[config.mk]
export PLATFORM = sky130hd
export DESIGN_NAME = pf_ddr4_lane_dly_move_seq
export DESIGN_NICKNAME = d
export VERILOG_FILES = /design/src/rtl/pf_ddr4_dly_pkg.sv /design/src/rtl/pf_ddr4_dly_gap_cnt.sv /design/src/rtl/pf_ddr4_lane_dly_move_seq.sv
export SDC_FILE = /design/constraint.sdc
export NUM_CORES = 1
export LEC_CHECK = 0
export ABC_CLOCK_PERIOD_IN_PS = 3400
export BUFFER_PORTS_ARGS = -buffer_cell sky130_fd_sc_hd__buf_4
export CORE_ASPECT_RATIO = 0.7
export CORE_MARGIN = 5
export CORE_UTILIZATION = 45
export DETAILED_ROUTE_END_ITERATION = 6
export PLACE_DENSITY = 0.67
export SLEW_MARGIN = 25
export SYNTH_ARGS = -nofsm -noshare
export SYNTH_HDL_FRONTEND = slang
export SYNTH_SLANG_ARGS = --single-unit
[constraint.sdc]
create_clock -name FAB_CLK -period 3.4 [get_ports FAB_CLK]
set_input_delay 0.17 -clock FAB_CLK [delete_from_list [all_inputs] [get_ports FAB_CLK]]
set_output_delay 0.17 -clock FAB_CLK [all_outputs]
set_load 0.01 [all_outputs]
[src/rtl/pf_ddr4_dly_pkg.sv]
// Shared types and constants for the DDR4 lane DQS delay-line move sequencer.
package pf_ddr4_dly_pkg;

    localparam int CNT_W = 8;

    localparam logic SEL_RX  = 1'b0;
    localparam logic SEL_TX  = 1'b1;
    localparam logic DIR_INC = 1'b1;
    localparam logic DIR_DEC = 1'b0;

    typedef enum logic [2:0] {
        ST_IDLE       = 3'd0,
        ST_SETUP      = 3'd1,
        ST_MOVE       = 3'd2,
        ST_GAP        = 3'd3,
        ST_PAUSE_PRE  = 3'd4,
        ST_LOAD       = 3'd5,
        ST_PAUSE_POST = 3'd6,
        ST_DONE       = 3'd7
    } dly_state_t;

endpackage

[src/rtl/pf_ddr4_dly_gap_cnt.sv]
// Loadable down-counter; 'last' flags the final cycle of a timed wait.
// Loading L-1 yields exactly L cycles in the following state.
module pf_ddr4_dly_gap_cnt
    import pf_ddr4_dly_pkg::*;
#(
    parameter int W = CNT_W
) (
    input  logic         clk,
    input  logic         rst_n,
    input  logic         load,
    input  logic [W-1:0] load_val,
    output logic         last
);

    logic [W-1:0] cnt_r;

    // Count down to zero after each load, then hold.
    always_ff @(posedge clk or negedge rst_n) begin
        if (!rst_n) begin
            cnt_r <= {W{1'b0}};
        end else if (load) begin
            cnt_r <= load_val;
        end else if (cnt_r != {W{1'b0}}) begin
            cnt_r <= cnt_r - {{(W-1){1'b0}}, 1'b1};
        end else begin
            cnt_r <= cnt_r;
        end
    end

    assign last = (cnt_r == {W{1'b0}});

endmodule

[src/rtl/pf_ddr4_lane_dly_move_seq.sv]
// Sequences tap moves and loads for one DDR4 lane's RX/TX DQS delay lines,
// tracking tap position per line and pausing HS_IO_CLK around loads.
module pf_ddr4_lane_dly_move_seq
    import pf_ddr4_dly_pkg::*;
#(
    parameter int DLY_W       = 8,
    parameter int TAP_MAX     = 255,
    parameter int LOAD_VAL    = 1,
    parameter int MOVE_GAP    = 4,
    parameter int PAUSE_LEAD  = 2,
    parameter int PAUSE_TRAIL = 2
) (
    input  logic             FAB_CLK,
    input  logic             RESET_N,
    input  logic             REQ_VALID,
    output logic             REQ_READY,
    input  logic             REQ_LOAD,
    input  logic             REQ_SEL,
    input  logic             REQ_DIR,
    input  logic [DLY_W-1:0] REQ_COUNT,
    output logic             DONE,
    output logic             DONE_OOR,
    output logic [DLY_W-1:0] TAP_POS_RX,
    output logic [DLY_W-1:0] TAP_POS_TX,
    output logic             DELAY_LINE_SEL,
    output logic             DELAY_LINE_DIRECTION,
    output logic             DELAY_LINE_MOVE,
    output logic             DELAY_LINE_LOAD,
    output logic             HS_IO_CLK_PAUSE,
    input  logic             RX_DELAY_LINE_OUT_OF_RANGE,
    input  logic             TX_DELAY_LINE_OUT_OF_RANGE
);

    localparam logic [DLY_W-1:0] TAP_MAX_V  = DLY_W'(TAP_MAX);
    localparam logic [DLY_W-1:0] LOAD_VAL_V = DLY_W'(LOAD_VAL);
    localparam logic [DLY_W-1:0] ZERO_V     = {DLY_W{1'b0}};
    localparam logic [DLY_W-1:0] ONE_V      = {{(DLY_W-1){1'b0}}, 1'b1};
    localparam logic [CNT_W-1:0] GAP_LD_V   = CNT_W'(MOVE_GAP - 1);
    localparam logic [CNT_W-1:0] LEAD_LD_V  = CNT_W'(PAUSE_LEAD - 1);
    localparam logic [CNT_W-1:0] TRAIL_LD_V = CNT_W'(PAUSE_TRAIL - 1);

    dly_state_t       state_r;
    dly_state_t       state_nxt_s;
    logic             ready_r;
    logic             done_r;
    logic             done_oor_r;
    logic             move_r;
    logic             load_pulse_r;
    logic             pause_r;
    logic             sel_r;
    logic             dir_r;
    logic             is_load_r;
    logic [DLY_W-1:0] rem_r;
    logic [DLY_W-1:0] tap_rx_r;
    logic [DLY_W-1:0] tap_tx_r;
    logic [DLY_W-1:0] tap_sel_s;
    logic             range_bad_s;
    logic             flag_sel_s;
    logic             done_oor_nxt_s;
    logic             gap_load_s;
    logic [CNT_W-1:0] gap_val_s;
    logic             gap_last_s;

    assign tap_sel_s   = (sel_r == SEL_TX) ? tap_tx_r : tap_rx_r;
    assign range_bad_s = (dir_r == DIR_INC) ? (tap_sel_s == TAP_MAX_V) : (tap_sel_s == ZERO_V);
    assign flag_sel_s  = (sel_r == SEL_TX) ? TX_DELAY_LINE_OUT_OF_RANGE : RX_DELAY_LINE_OUT_OF_RANGE;

    pf_ddr4_dly_gap_cnt #(.W(CNT_W)) u_gap_cnt (
        .clk      (FAB_CLK),
        .rst_n    (RESET_N),
        .load     (gap_load_s),
        .load_val (gap_val_s),
        .last     (gap_last_s)
    );

    // Next-state decode; range is re-checked before every pulse so a move never leaves the legal span.
    always_comb begin
        state_nxt_s    = state_r;
        done_oor_nxt_s = 1'b0;
        gap_load_s     = 1'b0;
        gap_val_s      = {CNT_W{1'b0}};
        case (state_r)
            ST_IDLE: begin
                if (REQ_VALID) begin
                    state_nxt_s = ST_SETUP;
                end else begin
                    state_nxt_s = ST_IDLE;
                end
            end
            ST_SETUP: begin
                if (is_load_r) begin
                    state_nxt_s = ST_PAUSE_PRE;
                    gap_load_s  = 1'b1;
                    gap_val_s   = LEAD_LD_V;
                end else if (rem_r == ZERO_V) begin
                    state_nxt_s = ST_DONE;
                end else if (range_bad_s) begin
                    state_nxt_s    = ST_DONE;
                    done_oor_nxt_s = 1'b1;
                end else begin
                    state_nxt_s = ST_MOVE;
                end
            end
            ST_MOVE: begin
                state_nxt_s = ST_GAP;
                gap_load_s  = 1'b1;
                gap_val_s   = GAP_LD_V;
            end
            ST_GAP: begin
                if (!gap_last_s) begin
                    state_nxt_s = ST_GAP;
                end else if (flag_sel_s) begin
                    state_nxt_s    = ST_DONE;
                    done_oor_nxt_s = 1'b1;
                end else if (rem_r == ZERO_V) begin
                    state_nxt_s = ST_DONE;
                end else if (range_bad_s) begin
                    state_nxt_s    = ST_DONE;
                    done_oor_nxt_s = 1'b1;
                end else begin
                    state_nxt_s = ST_MOVE;
                end
            end
            ST_PAUSE_PRE: begin
                if (gap_last_s) begin
                    state_nxt_s = ST_LOAD;
                end else begin
                    state_nxt_s = ST_PAUSE_PRE;
                end
            end
            ST_LOAD: begin
                state_nxt_s = ST_PAUSE_POST;
                gap_load_s  = 1'b1;
                gap_val_s   = TRAIL_LD_V;
            end
            ST_PAUSE_POST: begin
                if (gap_last_s) begin
                    state_nxt_s = ST_DONE;
                end else begin
                    state_nxt_s = ST_PAUSE_POST;
                end
            end
            ST_DONE: begin
                state_nxt_s = ST_IDLE;
            end
            default: begin
                state_nxt_s = ST_IDLE;
            end
        endcase
    end

    // State register.
    always_ff @(posedge FAB_CLK or negedge RESET_N) begin
        if (!RESET_N) begin
            state_r <= ST_IDLE;
        end else begin
            state_r <= state_nxt_s;
        end
    end

    // Registered strobes decoded from the next state so they align with the state they belong to.
    always_ff @(posedge FAB_CLK or negedge RESET_N) begin
        if (!RESET_N) begin
            ready_r      <= 1'b1;
            done_r       <= 1'b0;
            done_oor_r   <= 1'b0;
            move_r       <= 1'b0;
            load_pulse_r <= 1'b0;
            pause_r      <= 1'b0;
        end else begin
            ready_r      <= (state_nxt_s == ST_IDLE);
            done_r       <= (state_nxt_s == ST_DONE);
            done_oor_r   <= (state_nxt_s == ST_DONE) & done_oor_nxt_s;
            move_r       <= (state_nxt_s == ST_MOVE);
            load_pulse_r <= (state_nxt_s == ST_LOAD);
            pause_r      <= (state_nxt_s == ST_PAUSE_PRE) || (state_nxt_s == ST_LOAD) ||
                            (state_nxt_s == ST_PAUSE_POST);
        end
    end

    // Request latch and remaining-step counter.
    always_ff @(posedge FAB_CLK or negedge RESET_N) begin
        if (!RESET_N) begin
            sel_r     <= SEL_RX;
            dir_r     <= DIR_DEC;
            is_load_r <= 1'b0;
            rem_r     <= ZERO_V;
        end else if ((state_r == ST_IDLE) && REQ_VALID) begin
            sel_r     <= REQ_SEL;
            dir_r     <= REQ_DIR;
            is_load_r <= REQ_LOAD;
            rem_r     <= REQ_COUNT;
        end else if (state_r == ST_MOVE) begin
            rem_r <= rem_r - ONE_V;
        end else begin
            rem_r <= rem_r;
        end
    end

    // Tap tracking: step after each issued pulse, snap to LOAD_VAL as the LOAD pulse goes out.
    always_ff @(posedge FAB_CLK or negedge RESET_N) begin
        if (!RESET_N) begin
            tap_rx_r <= LOAD_VAL_V;
            tap_tx_r <= LOAD_VAL_V;
        end else if (state_r == ST_MOVE) begin
            if (sel_r == SEL_TX) begin
                tap_tx_r <= (dir_r == DIR_INC) ? tap_tx_r + ONE_V : tap_tx_r - ONE_V;
            end else begin
                tap_rx_r <= (dir_r == DIR_INC) ? tap_rx_r + ONE_V : tap_rx_r - ONE_V;
            end
        end else if (state_nxt_s == ST_LOAD) begin
            if (sel_r == SEL_TX) begin
                tap_tx_r <= LOAD_VAL_V;
            end else begin
                tap_rx_r <= LOAD_VAL_V;
            end
        end else begin
            tap_rx_r <= tap_rx_r;
            tap_tx_r <= tap_tx_r;
        end
    end

    assign REQ_READY            = ready_r;
    assign DONE                 = done_r;
    assign DONE_OOR             = done_oor_r;
    assign TAP_POS_RX           = tap_rx_r;
    assign TAP_POS_TX           = tap_tx_r;
    assign DELAY_LINE_SEL       = sel_r;
    assign DELAY_LINE_DIRECTION = dir_r;
    assign DELAY_LINE_MOVE      = move_r;
    assign DELAY_LINE_LOAD      = load_pulse_r;
    assign HS_IO_CLK_PAUSE      = pause_r;

endmodule
* After elaboration in Yosys (flattened, before gate mapping)
Cells that the tools add are included.
Operators by class: $add $sub $neg 6, multipliers 0, div/mod/pow operators 0, $lt $le $gt $ge 0, equal/unequal tests 17, shift-type cells 0, multiplexer cells 36, bitwise operators 1, reduce and logical (&&, ||, !) cells 15
Operator list (number):
- 2-to-1 mux 8 bit | 15
- subtractor 8 x 1 -> 8 bit, second input constant | 4
- equality test 3 bit, second input constant | 8
- zero test 8 bit | 3
- case mux 3 bit (8 select lines) | 1
- case mux 8 bit (3 select lines) | 1
- adder 8 x 1 -> 8 bit, second input constant | 2
- 2-to-1 mux 3 bit | 5
- 2-to-1 mux 1 bit | 12
- equality test 3 x 2 -> 1 bit, second input constant | 3
- equality test 8 bit, second input constant | 1
- inequality test 2 bit, second input constant | 4
- nonzero test 8 bit | 1
- zero test 3 bit | 2
- AND reduction 3 bit | 2
- nonzero test 2 bit | 3
- case mux 1 bit (2 select lines) | 2
- equality test 3 x 1 -> 1 bit, second input constant | 1
- logical OR 1 bit | 2
- OR reduction 2 bit | 1
- bitwise AND 1 bit | 1
- logical AND 1 bit | 1
Word-level totals: bits in registers 44, latch bits 0, bits in writable memories 0, bits in read-only memories 0, input port bits 16, output and inout bits 24, word-level logic and storage cells 89, memories kept 0

* Logic depth before layout (Yosys ltp)
Gate-level depths: netlist of run 1.
depth after elaboration 11, gate-level depth with buffers 9, mapped depth without buffers 9

* Hierarchy
Synthesis of run 1 repeated with hierarchy kept, for this count alone.
Second synthesis, totals: cell total of the unflattened synthesis 313, area total of the unflattened synthesis 2785.2 um^2
By module, submodules not included:
- pf_ddr4_lane_dly_move_seq | instances 1, cells an instance 259, area each 2308.5 um^2, sequential area each 904.6 um^2
- pf_ddr4_dly_gap_cnt | instances 1, cells an instance 54, area each 476.7 um^2, sequential area each 200.2 um^2

* Worst setup path after synthesis of run 1
No wires, ideal clock.
kind register to register, start point register dir_r (netlist: DELAY_LINE_DIRECTION), end point register tap_rx_r[6] (netlist: TAP_POS_RX[6]), setup time 0.122 ns, arrival 2.418 ns, required time 3.278 ns, slack 0.860 ns, cell stages (with the launch flop) 10, path buffers 1, period minus slack after synthesis 2.540 ns, cells stage by stage dfrtp_1 > clkbuf_1 > inv_1 > ha_1 > nor2b_1 > o21ai_0 > a21boi_0 > o21a_1 > or3_1 > a32o_1
Between the ends: longest elaborated chain between the ends 9, elaborated cells between the ends (all ways) 14, those cells by class 2 x eq/ne; 10 x mux; 2 x reduce/logical
RTL lines:
- from (decl) | line pf_ddr4_lane_dly_move_seq.sv:51 | logic dir_r;
- from (signal assigned) | line pf_ddr4_lane_dly_move_seq.sv:185 | dir_r <= DIR_DEC;
- from (signal assigned) | line pf_ddr4_lane_dly_move_seq.sv:190 | dir_r <= REQ_DIR;
- 2-to-1 mux 1 bit | line pf_ddr4_lane_dly_move_seq.sv:65 | assign range_bad_s = (dir_r == DIR_INC) ? (tap_sel_s == TAP_MAX_V) : (tap_sel_s == ZERO_V);
- 2-to-1 mux 3 bit | line pf_ddr4_lane_dly_move_seq.sv:97, pf_ddr4_lane_dly_move_seq.sv:117
- 2-to-1 mux 3 bit | line pf_ddr4_lane_dly_move_seq.sv:95 | end else if (rem_r == ZERO_V) begin
- 2-to-1 mux 3 bit | line pf_ddr4_lane_dly_move_seq.sv:112 | end else if (flag_sel_s) begin
- 2-to-1 mux 3 bit | line pf_ddr4_lane_dly_move_seq.sv:110 | if (!gap_last_s) begin
- case mux 3 bit (8 select lines) | line pf_ddr4_lane_dly_move_seq.sv:82 | case (state_r)
- equality test 3 bit | line pf_ddr4_lane_dly_move_seq.sv:211 | end else if (state_nxt_s == ST_LOAD) begin
- inequality test 2 bit (no source line) or nonzero test 2 bit (tied branches)
- AND reduction 3 bit (no source line)
- to (signal assigned) | line pf_ddr4_lane_dly_move_seq.sv:209 | tap_rx_r <= (dir_r == DIR_INC) ? tap_rx_r + ONE_V : tap_rx_r - ONE_V;
- to (signal assigned) | line pf_ddr4_lane_dly_move_seq.sv:218 | tap_rx_r <= tap_rx_r;
- to (decl) | line pf_ddr4_lane_dly_move_seq.sv:54 | logic [DLY_W-1:0] tap_rx_r;
Several ways; a longest one is shown, not always the timed one. The select of a mux whose other input is x is not followed. A chain may end at the register's enable or synchronous reset.

* Worst setup path after layout of run 1
start point register dir_r (netlist: DELAY_LINE_DIRECTION), end point register tap_tx_r[7] (netlist: TAP_POS_TX[7])
Between the ends: longest elaborated chain between the ends 9, elaborated cells between the ends (all ways) 14, those cells by class 2 x eq/ne; 10 x mux; 2 x reduce/logical
RTL lines:
- 2-to-1 mux 1 bit | line pf_ddr4_lane_dly_move_seq.sv:65
- 2-to-1 mux 3 bit | line pf_ddr4_lane_dly_move_seq.sv:97, pf_ddr4_lane_dly_move_seq.sv:117
- 2-to-1 mux 3 bit | line pf_ddr4_lane_dly_move_seq.sv:95
- 2-to-1 mux 3 bit | line pf_ddr4_lane_dly_move_seq.sv:112
- 2-to-1 mux 3 bit | line pf_ddr4_lane_dly_move_seq.sv:110
- case mux 3 bit (8 select lines) | line pf_ddr4_lane_dly_move_seq.sv:82
- equality test 3 bit | line pf_ddr4_lane_dly_move_seq.sv:211
- inequality test 2 bit (no source line) or nonzero test 2 bit (tied branches)
- AND reduction 3 bit (no source line)
- to (signal assigned) | line pf_ddr4_lane_dly_move_seq.sv:207 | tap_tx_r <= (dir_r == DIR_INC) ? tap_tx_r + ONE_V : tap_tx_r - ONE_V;
- to (signal assigned) | line pf_ddr4_lane_dly_move_seq.sv:219 | tap_tx_r <= tap_tx_r;
- to (decl) | line pf_ddr4_lane_dly_move_seq.sv:55 | logic [DLY_W-1:0] tap_tx_r;
Several ways; a longest one is shown, not always the timed one. The select of a mux whose other input is x is not followed.

==> flow_summary_export.csv, run 1 <==
group,metric,value,unit
route,routed_wl,6160,um
synthesis,synth-seq-area-share,40.7,%
cts,clk_latency,300,ps
global_route,grt_pass1_wl,10600,um
cts,cts_tree,"done",
cts,cts.path.max_buffers,2,
global_route,grt-ovfl-total,0,
synthesis,synth_top_area_share,37.8,%
cts,clockRootBuffer,"clkbuf_8",
route,wire_per_inst,15.3,um
cts,cts-buffers-inserted,5,
global_route,top_usage_layer,"met2",
final_layout,final_area,3200,um2
synthesis,synthTopCellsByArea,"dfrtp_1 (38%), ha_1 (6.9%), nor2_1 (4.0%), xnor2_1 (3.9%), dfstp_2 (2.9%)",
floorplanning,dieArea,7710,um2
synthesis,ys_ff_latch,44,
synthesis,synth_edf_count,0,
floorplanning,dieHeight,75.0,um
synthesis,avgSynthCellArea,9.49,um2
synthesis,synth_top_area_cell,"dfrtp_1",
timing,max_freq,376,MHz
timing,slew_viol_final,0,
timing,fin_setup_tns,0,ps
cts,clock_sinks,44,
place,io_buffers,39,
cts,cts_max_level,2,
timing,min_period,2660,ps
floorplanning,start_util,46.9,%
cts,postCtsSetupBuffers,0,
route,drt_iter0_drc,81,
synthesis,synth_nets,319,
route,ant_nets,0,
floorplanning,die_x,103,um
route,avgViaCountPerCell,5.55,
worst_setup_path,cp.arrival,2840,ps
timing,fin_crit_sh,78.1,%
global_route,grt_max_degree,45,
job,maxCapViolCount,0,
timing,finalSetupViolCount,0,
pwr,p_leak,1.45,nW
timing,postLayoutSetupSlackWorst,743,ps
global_route,grt_pass1_vias,2207,
final_layout,synthToLayoutAreaGrowth,17.9,%
global_route,met3_usage,3.80,%
place,place_area,3080,um2
cts,cts_resized,0,
timing,skew,6.97,ps
global_route,gr-usage-met2,26.1,%
final_layout,nFillCells,537,
final_layout,num-nets-final,359,
worst_hold_path,worst_hold_path_type,"input pin to register",
synthesis,synth-main-ff-cell,"dfrtp_1",
cts,ctsHoldBuffers,1,
global_route,grt_usage,17.6,%
timing,slew_headroom,56.7,%
synthesis,async_flop_share,100,%
final_layout,diodes,0,
place,post-place-ws,784,ps
worst_setup_path,critPathKind,"register to register",
global_route,antenna_found_initial,0,
place,place_hpwl,4600,um
pwr,p_per_area,1050,nW/um2
timing,worst_slew_pin_slew,649,ps
synthesis,synth.distinct_cells,58,
worst_setup_path,crit_path_start_kind,"register",
timing,hold_viol,0,
route,drcViolationCount,0,
cts,clk_pin_slew,90,ps
pwr,ir_drop,0.532,mV
place,gp_congestion,0.878,
floorplanning,pin_count,40,
worst_setup_path,critPathCaptureType,"register",
timing,rsz0062_at_grt,"no",
synthesis,syn-instance-count,286,
route,dr_total_vias,2230,
floorplanning,coreArea,5780,um2
global_route,grt_util_met1,25.9,%
synthesis,ys_warn_count,0,
synthesis,synthesis.area,2710,um2
final_layout,drive_above_1_share,20.8,%
floorplanning,rows,23,
route,firstDrtPassIters,4,
worst_setup_path,cp_max_fo,13,
outcome,status,"complete, no violations",
worst_setup_path,cp.required,3590,ps
==> final cells by class <==
| cell class | instances | area [um2] | area share, % |
|---|---|---|---|
| multi-input combinational | 214 | 1500 | 47.0 |
| sequential | 44 | 1100 | 34.5 |
| timing repair buffer | 41 | 310 | 9.70 |
| tap | 75 | 93.8 | 2.93 |
| inverter | 20 | 75.1 | 2.35 |
| clock buffer | 5 | 68.8 | 2.15 |
| clock inverter | 3 | 42.5 | 1.33 |
==> path summary, 6_finish.rpt <==
kind | to | slack [ps] | start | cells past startpoint
hold / removal | rem_r[4] | 70 | REQ_COUNT[4] | 3
setup reg to reg | TAP_POS_TX[7] | 740 | DELAY_LINE_DIRECTION | 8
max in group asynchronous | REQ_READY | 2600 | RESET_N | 2
min in group asynchronous | TAP_POS_RX[6] | 410 | RESET_N | 2
setup / recovery | TAP_POS_TX[7] | 740 | DELAY_LINE_DIRECTION | 8
hold reg to reg | TAP_POS_TX[0] | 540 | TAP_POS_TX[0] | 2
==> worst max-delay path: stages (launching register included) <==
cell and delay [ps]:
dfrtp_1 560, inv_1 310, ha_1 350, a21oi_1 200
o211ai_1 150, o41ai_1 430, xnor2_1 140, and3_1 200
a211o_1 210
==> metrics by stage <==
step	utilization [%]	instances	total power [mW]	hold WS [ps]
CTS	55.3	402	3.39	67.7
global placement	53.2	393	2.93	217
floorplan	-	286	2.41	-126
finish	55.3	402	3.37	71.4
detailed placement	53.2	393	2.97	218
global route	55.3	402	3.69	65.5
==> power by group <==
part | internal (mW) | switching (mW) | total, mW
combinational | 0.892 | 0.965 | 1.86
sequential | 0.766 | 0.341 | 1.11
clock | 0.218 | 0.186 | 0.403
total | 1.88 | 1.49 | 3.37
==> cell families (layout without fill, tap and decap cells) <==
| kind of cell | Yosys count | in the layout | synth area share [%] |
|---|---|---|---|
| buffers and inverters | 28 | 69 | 3.87 |
| DFF | 44 | 44 | 40.7 |
| and+or+nand+nor | 108 | 108 | 21.8 |
| xor gates and xnor gates | 15 | 15 | 4.84 |
| muxes | 4 | 4 | 1.61 |
| adders and majority gates | 17 | 17 | 8.39 |
| AOI/OAI and AO/OA | 70 | 70 | 18.8 |
==> sequential cells by signal (all words and copies together), names as in the netlist, 3 cells and up <==
signal and count:
TAP_POS_RX 8, TAP_POS_TX 8, rem_r 8, u_gap_cnt.cnt_r 8, state_r 3
==> cell usage in the layout (no fill, tap or decap), drive strengths merged, types with 4 or more instances in the layout <==
| master | netlist | routed |
|---|---|---|
| clkbuf | 8 | 5 |
| nor4 | 7 | 7 |
| or3 | 4 | 4 |
| a22o | 7 | 7 |
| o21ai | 15 | 15 |
| buf | 0 | 40 |
| a21oi | 15 | 15 |
| nand2b | 5 | 5 |
| nor2 | 30 | 30 |
| nand3 | 5 | 5 |
| inv | 20 | 20 |
| nor3 | 15 | 15 |
| and3 | 7 | 7 |
| dfrtp | 41 | 41 |
| nand2 | 15 | 15 |
| ha | 15 | 15 |
| xnor2 | 12 | 12 |
==> layer usage <==
layer,share of wire (%),vias up
met2,43,44
met5,0,-
met4,1.0,0
met1,51,1063
met3,4.6,4
li1,-,1119
==> synthesized netlist by cell type, drive strengths merged (2+ instances only) <==
cell	instances
dfrtp	41
nor2	30
inv	20
a21oi	15
ha	15
nand2	15
nor3	15
o21ai	15
xnor2	12
clkbuf	8
a22o	7
and3	7
nor4	7
nand2b	5
nand3	5
or3	4
a21boi	3
a221o	3
a22oi	3
dfstp	3
mux2	3
nand3b	3
nor2b	3
o211ai	3
o21a	3
or4	3
xor2	3
a211o	2
a21o	2
a32o	2
fa	2
nand4	2
nand4b	2
nor4b	2
o22ai	2
o2bb2ai	2
o41ai	2
Note: power is estimated with default switching activity, not from simulation.
==> run 2: changes to the inputs <==
--- a/config.mk
+++ b/config.mk
@@ -5,13 +5,13 @@
 export SDC_FILE = /design/constraint.sdc
 export NUM_CORES = 1
 export LEC_CHECK = 0
-export ABC_CLOCK_PERIOD_IN_PS = 3400
+export ABC_CLOCK_PERIOD_IN_PS = 2270
 export BUFFER_PORTS_ARGS = -buffer_cell sky130_fd_sc_hd__buf_4
 export CORE_ASPECT_RATIO = 0.7
 export CORE_MARGIN = 5
 export CORE_UTILIZATION = 45
 export DETAILED_ROUTE_END_ITERATION = 6
-export PLACE_DENSITY = 0.67
+export PLACE_DENSITY = 0.7
 export SLEW_MARGIN = 25
 export SYNTH_ARGS = -nofsm -noshare
 export SYNTH_HDL_FRONTEND = slang
==> constraint.sdc (replaced) <==
create_clock -name FAB_CLK -period 2.27 [get_ports FAB_CLK]
set_input_delay 0.1135 -clock FAB_CLK [delete_from_list [all_inputs] [get_ports FAB_CLK]]
set_output_delay 0.1135 -clock FAB_CLK [all_outputs]
set_load 0.01 [all_outputs]
==> run 2 against run 1 <==
Against the previous run:
- the run now ends with negative setup slack left
- worst setup slack worse by 770 ps
- clock skew about the same
- critical path depth down 2
- non-clock buffer count up 33
- cell area up 14%
- critical endpoint is now TAP_POS_TX[3]
- largest power group unchanged
==> flow_summary_export.csv, run 2 (synthesis gave the netlist of run 1 again) <==
group,metric,value,unit
timing,finalSetupViolCount,6,
job,maxCapViolCount,0,
place,gp_congestion,0.867,
global_route,grt_pass1_vias,2203,
route,ant_nets,0,
timing,slew_viol_final,0,
worst_setup_path,path_cells,"or4_4 > or3_4 > o31ai_4 > nand3_4 > a31oi_4 > a22o_1",
cts,cts.path.max_buffers,2,
final_layout,layout_commonest_cell,"buf_4",
final_layout,synthToLayoutAreaGrowth,34.0,%
timing,skew,6.87,ps
cts,cts_max_level,2,
cts,clockRootBuffer,"clkbuf_8",
route,wire_per_inst,15.7,um
pwr,p_int,3.33,mW
place,place_hpwl,5130,um
worst_hold_path,holdPathStages,3,
global_route,antenna_found_initial,0,
cts,clk_latency,300,ps
timing,worst_slew_pin_slew,559,ps
pwr,clkPwrFrac,10.2,%
route,avgViaCountPerCell,5.48,
worst_setup_path,crit_path_start_kind,"register",
pwr,ir_drop,1.03,mV
final_layout,final_area,3640,um2
timing,hold_viol,0,
floorplanning,coreArea,5780,um2
floorplanning,rows,23,
floorplanning,die_x,103,um
worst_setup_path,r2r_slack,-30,ps
worst_setup_path,cp.required,2510,ps
global_route,grt_usage,18.4,%
pwr,switching_share,43.0,%
worst_setup_path,critPathKind,"register to register",
place,place_area,3320,um2
timing,slew_headroom,62.7,%
final_layout,num-nets-final,392,
worst_setup_path,r2r_cells,6,
timing,min_period,2300,ps
cts,clk_pin_slew,90,ps
final_layout,drive_above_1_share,33.6,%
worst_setup_path,reg2reg_from,"u_gap_cnt.cnt_r[4]",
pwr,p_sw,2.52,mW
timing,fin_crit_sh,101,%
floorplanning,dieHeight,75.0,um
worst_setup_path,cp.arrival,2530,ps
worst_setup_path,rr_endpoint,"TAP_POS_TX[3]",
timing,postLayoutSetupSlackWorst,-26.5,ps
worst_setup_path,crit_end,"TAP_POS_TX[3]",
worst_setup_path,path_depth,6,
outcome,status,"complete, but fails checks",
final_layout,multi_input_area,1690,um2
worst_setup_path,crit_family,"simple AND/OR/NAND/NOR gates",
global_route,grt-ovfl-total,0,
final_layout,final_cells,435,
global_route,grt_pass1_wl,10900,um
cts,clock_sinks,44,
pwr,seqPwrFrac,27.2,%
floorplanning,dieArea,7710,um2
worst_setup_path,critPathMaxStageDelay,550,ps
route,firstDrtPassIters,4,
pwr,p_leak,1.63,nW
route,drt_iter0_drc,175,
route,drcViolationCount,0,
worst_hold_path,worst_hold_path_type,"input pin to register",
place,dp.cells,417,
final_layout,nFillCells,443,
worst_setup_path,critPathBufInv,0,
cts,cts_tree,"done",
pwr,comb_power_share,62.6,%
place,io_buffers,39,
worst_setup_path,critPathCaptureType,"register",
worst_setup_path,cp_max_fo,8,
timing,max_freq,435,MHz
worst_setup_path,cp-startpoint,"u_gap_cnt.cnt_r[4]",
floorplanning,pin_count,40,
timing,rsz0062_at_grt,"yes",
final_layout,fin_util,62.9,%
worst_setup_path,cp_slowest_cell,"or4_4",
final_layout,diodes,0,
global_route,grt_max_degree,45,
pwr,p_per_area,1610,nW/um2
outcome,violations,"negative setup slack",
route,routed_wl,6810,um
cts,cts-buffers-inserted,5,
route,dr_total_vias,2383,
final_layout,layout_common_cells,"buf_4 (71), dfrtp_1 (40), nor2_1 (29), inv_1 (18), nand2_1 (15)",
timing,whs,13.6,ps
floorplanning,start_util,46.9,%
final_layout,seqCellArea,1110,um2
-- run 2: cell types whose count changed in the layout (fill, tap and decap cells not counted), moves of 4 or more --
cell     delta
buf_4      +31
a21oi_1     -4
o21ai_0     -4
o21ai_1     +4
ha_4        +6
ha_1        -7
-- run 2: per-layer routing --
layer,vias up,part of all wire (%),GRT usage (%)
met5,-,0,0
met3,8,5.5,2.78
li1,1190,-,-
met2,59,43,26.8
met4,0,1.4,5.32
met1,1126,51,28.3
-- run 2: stage by stage --
| stage | power (mW) | setup TNS [ps] | setup WS (ps) |
|---|---|---|---|
| after floorplan | 3.74 | -58.6 | -18.3 |
| after global placement | 4.75 | -180 | -39.8 |
| after detailed placement | 4.85 | -1100 | -101 |
| after CTS | 5.51 | -10.9 | -10.9 |
| after global routing | 6.33 | -759 | -115 |
| final | 5.85 | -104 | -26.5 |
-- run 2: worst min path at each step --
stage | from | to
CTS | REQ_COUNT[4] | rem_r[4]
finish | REQ_COUNT[4] | rem_r[4]
floorplan | RESET_N | DELAY_LINE_DIRECTION
detailed placement | RESET_N | DELAY_LINE_MOVE
global route | REQ_COUNT[4] | rem_r[4]
global placement | RESET_N | DELAY_LINE_MOVE
-- run 2: tightest hold or removal path, stage by stage --
cell,delay (ps)
buf_4,70
nand2_1,30
o21ai_0,60
-- run 2: layout make-up --
type	instances	share of cell area, %
repair buffers	74	15.5
multi-input cells	214	46.3
inverters	20	2.17
well taps	75	2.58
clock buffers	6	2.00
flip-flops and latches	44	30.4
clock inverters	2	0.963
-- run 2: power groups by stage --
stage / sequential, mW / clock (mW) / combinational, mW
finish: 1.59 / 0.596 / 3.66
global placement: 1.57 / 0 / 3.18
global route: 1.65 / 0.650 / 4.04
detailed placement: 1.58 / 0 / 3.26
CTS: 1.57 / 0.599 / 3.34
floorplan: 1.57 / 0 / 2.18
-- run 2: timing repair --
action / CTS / global route
pin swaps: 4 / 19
gates resized for setup: 5 / 19
hold buffers: 1 / 0
setup endpoints to repair: 20 / 21
buffers inserted: 1 / 9
endpoints found under the hold margin: 41 / 0
==> run 3: changes to the inputs <==
--- a/config.mk
+++ b/config.mk
@@ -12,6 +12,7 @@
 export CORE_UTILIZATION = 45
 export DETAILED_ROUTE_END_ITERATION = 6
 export PLACE_DENSITY = 0.7
+export SKIP_CTS_REPAIR_TIMING = 1
 export SLEW_MARGIN = 25
 export SYNTH_ARGS = -nofsm -noshare
 export SYNTH_HDL_FRONTEND = slang
==> run 3 against run 2 <==
Against the previous run:
- the flow still finishes with violations (negative setup slack)
- first-iteration DRC count down 7.4%
- flip-flop and latch count did not move
- clock skew down 1.5 ps
==> flow_summary_export.csv, run 3 (synthesis gave the netlist of run 1 again) <==
group,metric,value,unit
timing,hold_viol,0,
floorplanning,rows,23,
timing,postLayoutSetupSlackWorst,-11.3,ps
cts,clockRootBuffer,"clkbuf_8",
route,avgViaCountPerCell,5.53,
place,io_buffers,39,
worst_setup_path,cp_max_fo,8,
job,maxCapViolCount,0,
worst_setup_path,crit_path_start_kind,"register",
final_layout,diodes,0,
floorplanning,start_util,46.9,%
worst_setup_path,crit_family,"simple AND/OR/NAND/NOR gates",
place,place_area,3320,um2
floorplanning,coreArea,5780,um2
floorplanning,die_x,103,um
timing,max_freq,438,MHz
cts,cts-buffers-inserted,5,
pwr,p_sw,2.52,mW
worst_hold_path,worst_hold_path_type,"input pin to register",
timing,fin_crit_sh,100,%
timing,slew_headroom,63.1,%
timing,whs,14.4,ps
route,firstDrtPassIters,4,
global_route,grt-ovfl-total,0,
final_layout,fin_util,62.7,%
worst_setup_path,cp.arrival,2460,ps
global_route,grt_pass1_wl,10800,um
worst_setup_path,critPathMaxStageDelay,490,ps
global_route,grt_max_degree,45,
cts,cts_max_level,2,
cts,cts.path.max_buffers,2,
worst_setup_path,path_cells,"inv_1 > ha_2 > or4b_4 > nor4_4 > buf_4 > o31ai_4 > nand3_4 > a31oi_4 > a211o_1",
final_layout,drive_above_1_share,33.1,%
pwr,comb_power_share,62.4,%
cts,clock_sinks,44,
worst_setup_path,cp_slowest_cell,"or4b_4",
outcome,status,"complete, but fails checks",
global_route,grt_usage,18.1,%
floorplanning,dieHeight,75.0,um
pwr,switching_share,43.2,%
route,drt_iter0_drc,162,
outcome,violations,"negative setup slack",
timing,worst_slew_pin_slew,554,ps
pwr,p_int,3.30,mW
worst_setup_path,critPathKind,"register to register",
route,drcViolationCount,0,
cts,clk_latency,300,ps
timing,slew_viol_final,0,
pwr,p_per_area,1600,nW/um2
worst_setup_path,critPathBufInv,2,
final_layout,synthToLayoutAreaGrowth,33.7,%
global_route,antenna_found_initial,0,
place,place_hpwl,5130,um
final_layout,final_area,3630,um2
final_layout,num-nets-final,391,
place,gp_congestion,0.867,
timing,rsz0062_at_grt,"yes",
route,wire_per_inst,15.8,um
worst_setup_path,cp.required,2450,ps
pwr,ir_drop,0.935,mV
pwr,seqPwrFrac,27.5,%
final_layout,layout_common_cells,"buf_4 (70), dfrtp_1 (40), nor2_1 (29), inv_1 (18), nand2_1 (15)",
floorplanning,dieArea,7710,um2
route,routed_wl,6850,um
floorplanning,pin_count,40,
cts,clk_pin_slew,80,ps
route,ant_nets,0,
final_layout,layout_commonest_cell,"buf_4",
worst_setup_path,critPathCaptureType,"register",
global_route,grt_pass1_vias,2187,
cts,cts_tree,"done",
route,dr_total_vias,2399,
timing,finalSetupViolCount,1,
timing,min_period,2280,ps
timing,skew,5.33,ps
pwr,p_leak,1.62,nW
pwr,clkPwrFrac,10.2,%
## run 3: final timing paths
path,start,endpoint,slack (ps),depth (start not counted)
setup / recovery,rem_r[1],TAP_POS_TX[7],-10,9
setup reg to reg,rem_r[1],TAP_POS_TX[7],-10,9
min in group asynchronous,RESET_N,DELAY_LINE_MOVE,340,2
max in group asynchronous,RESET_N,DELAY_LINE_DIRECTION,1520,2
hold / removal,REQ_COUNT[4],rem_r[4],10,3
hold reg to reg,TAP_POS_RX[1],TAP_POS_RX[1],550,1
## run 3: metal layers
layer	part of all wire [%]	up-vias	GRT usage, %
met5	0	-	0
met4	1.1	0	5.32
met3	3.9	6	2.78
met2	44	45	26.2
met1	51	1156	28.0
li1	-	1192	-
## run 3: power groups by stage
stage	Combinational [mW]	Sequential, mW	Clock, mW
4_1_cts	3.28	1.57	0.599
3_5_place_dp	3.26	1.58	0
6_report	3.63	1.60	0.591
2_1_floorplan	2.18	1.57	0
3_3_place_gp	3.18	1.57	0
5_1_grt	3.99	1.65	0.650
## run 3: worst register-to-register path, cell delays in order (launching register included)
cell	delay, ps
dfrtp_1	390
inv_1	60
ha_2	180
or4b_4	490
nor4_4	190
buf_4	180
o31ai_4	80
nand3_4	130
a31oi_4	160
a211o_1	320
## run 3: area by class of cell
| type | count | area [um2] |
|---|---|---|
| Clock buffer | 6 | 72.6 |
| Sequential cell | 44 | 1110 |
| Multi-Input combinational cell | 214 | 1680 |
| Timing Repair Buffer | 73 | 558 |
| Tap cell | 75 | 93.8 |
| Clock inverter | 2 | 35.0 |
| Inverter | 20 | 78.8 |
| Fill cell | 444 | 2160 |
## run 3: metrics by stage
step                      total power [mW]  TNS [ps]  std cells  setup WS [ps]
after floorplan                       3.74     -58.6        286          -18.3
after global placement                4.75      -180        417          -39.8
after detailed placement              4.85     -1100        417           -101
after CTS                             5.45     -1200        425           -109
after global routing                  6.29      -594        434           -110
final                                 5.82     -11.3        434          -11.3
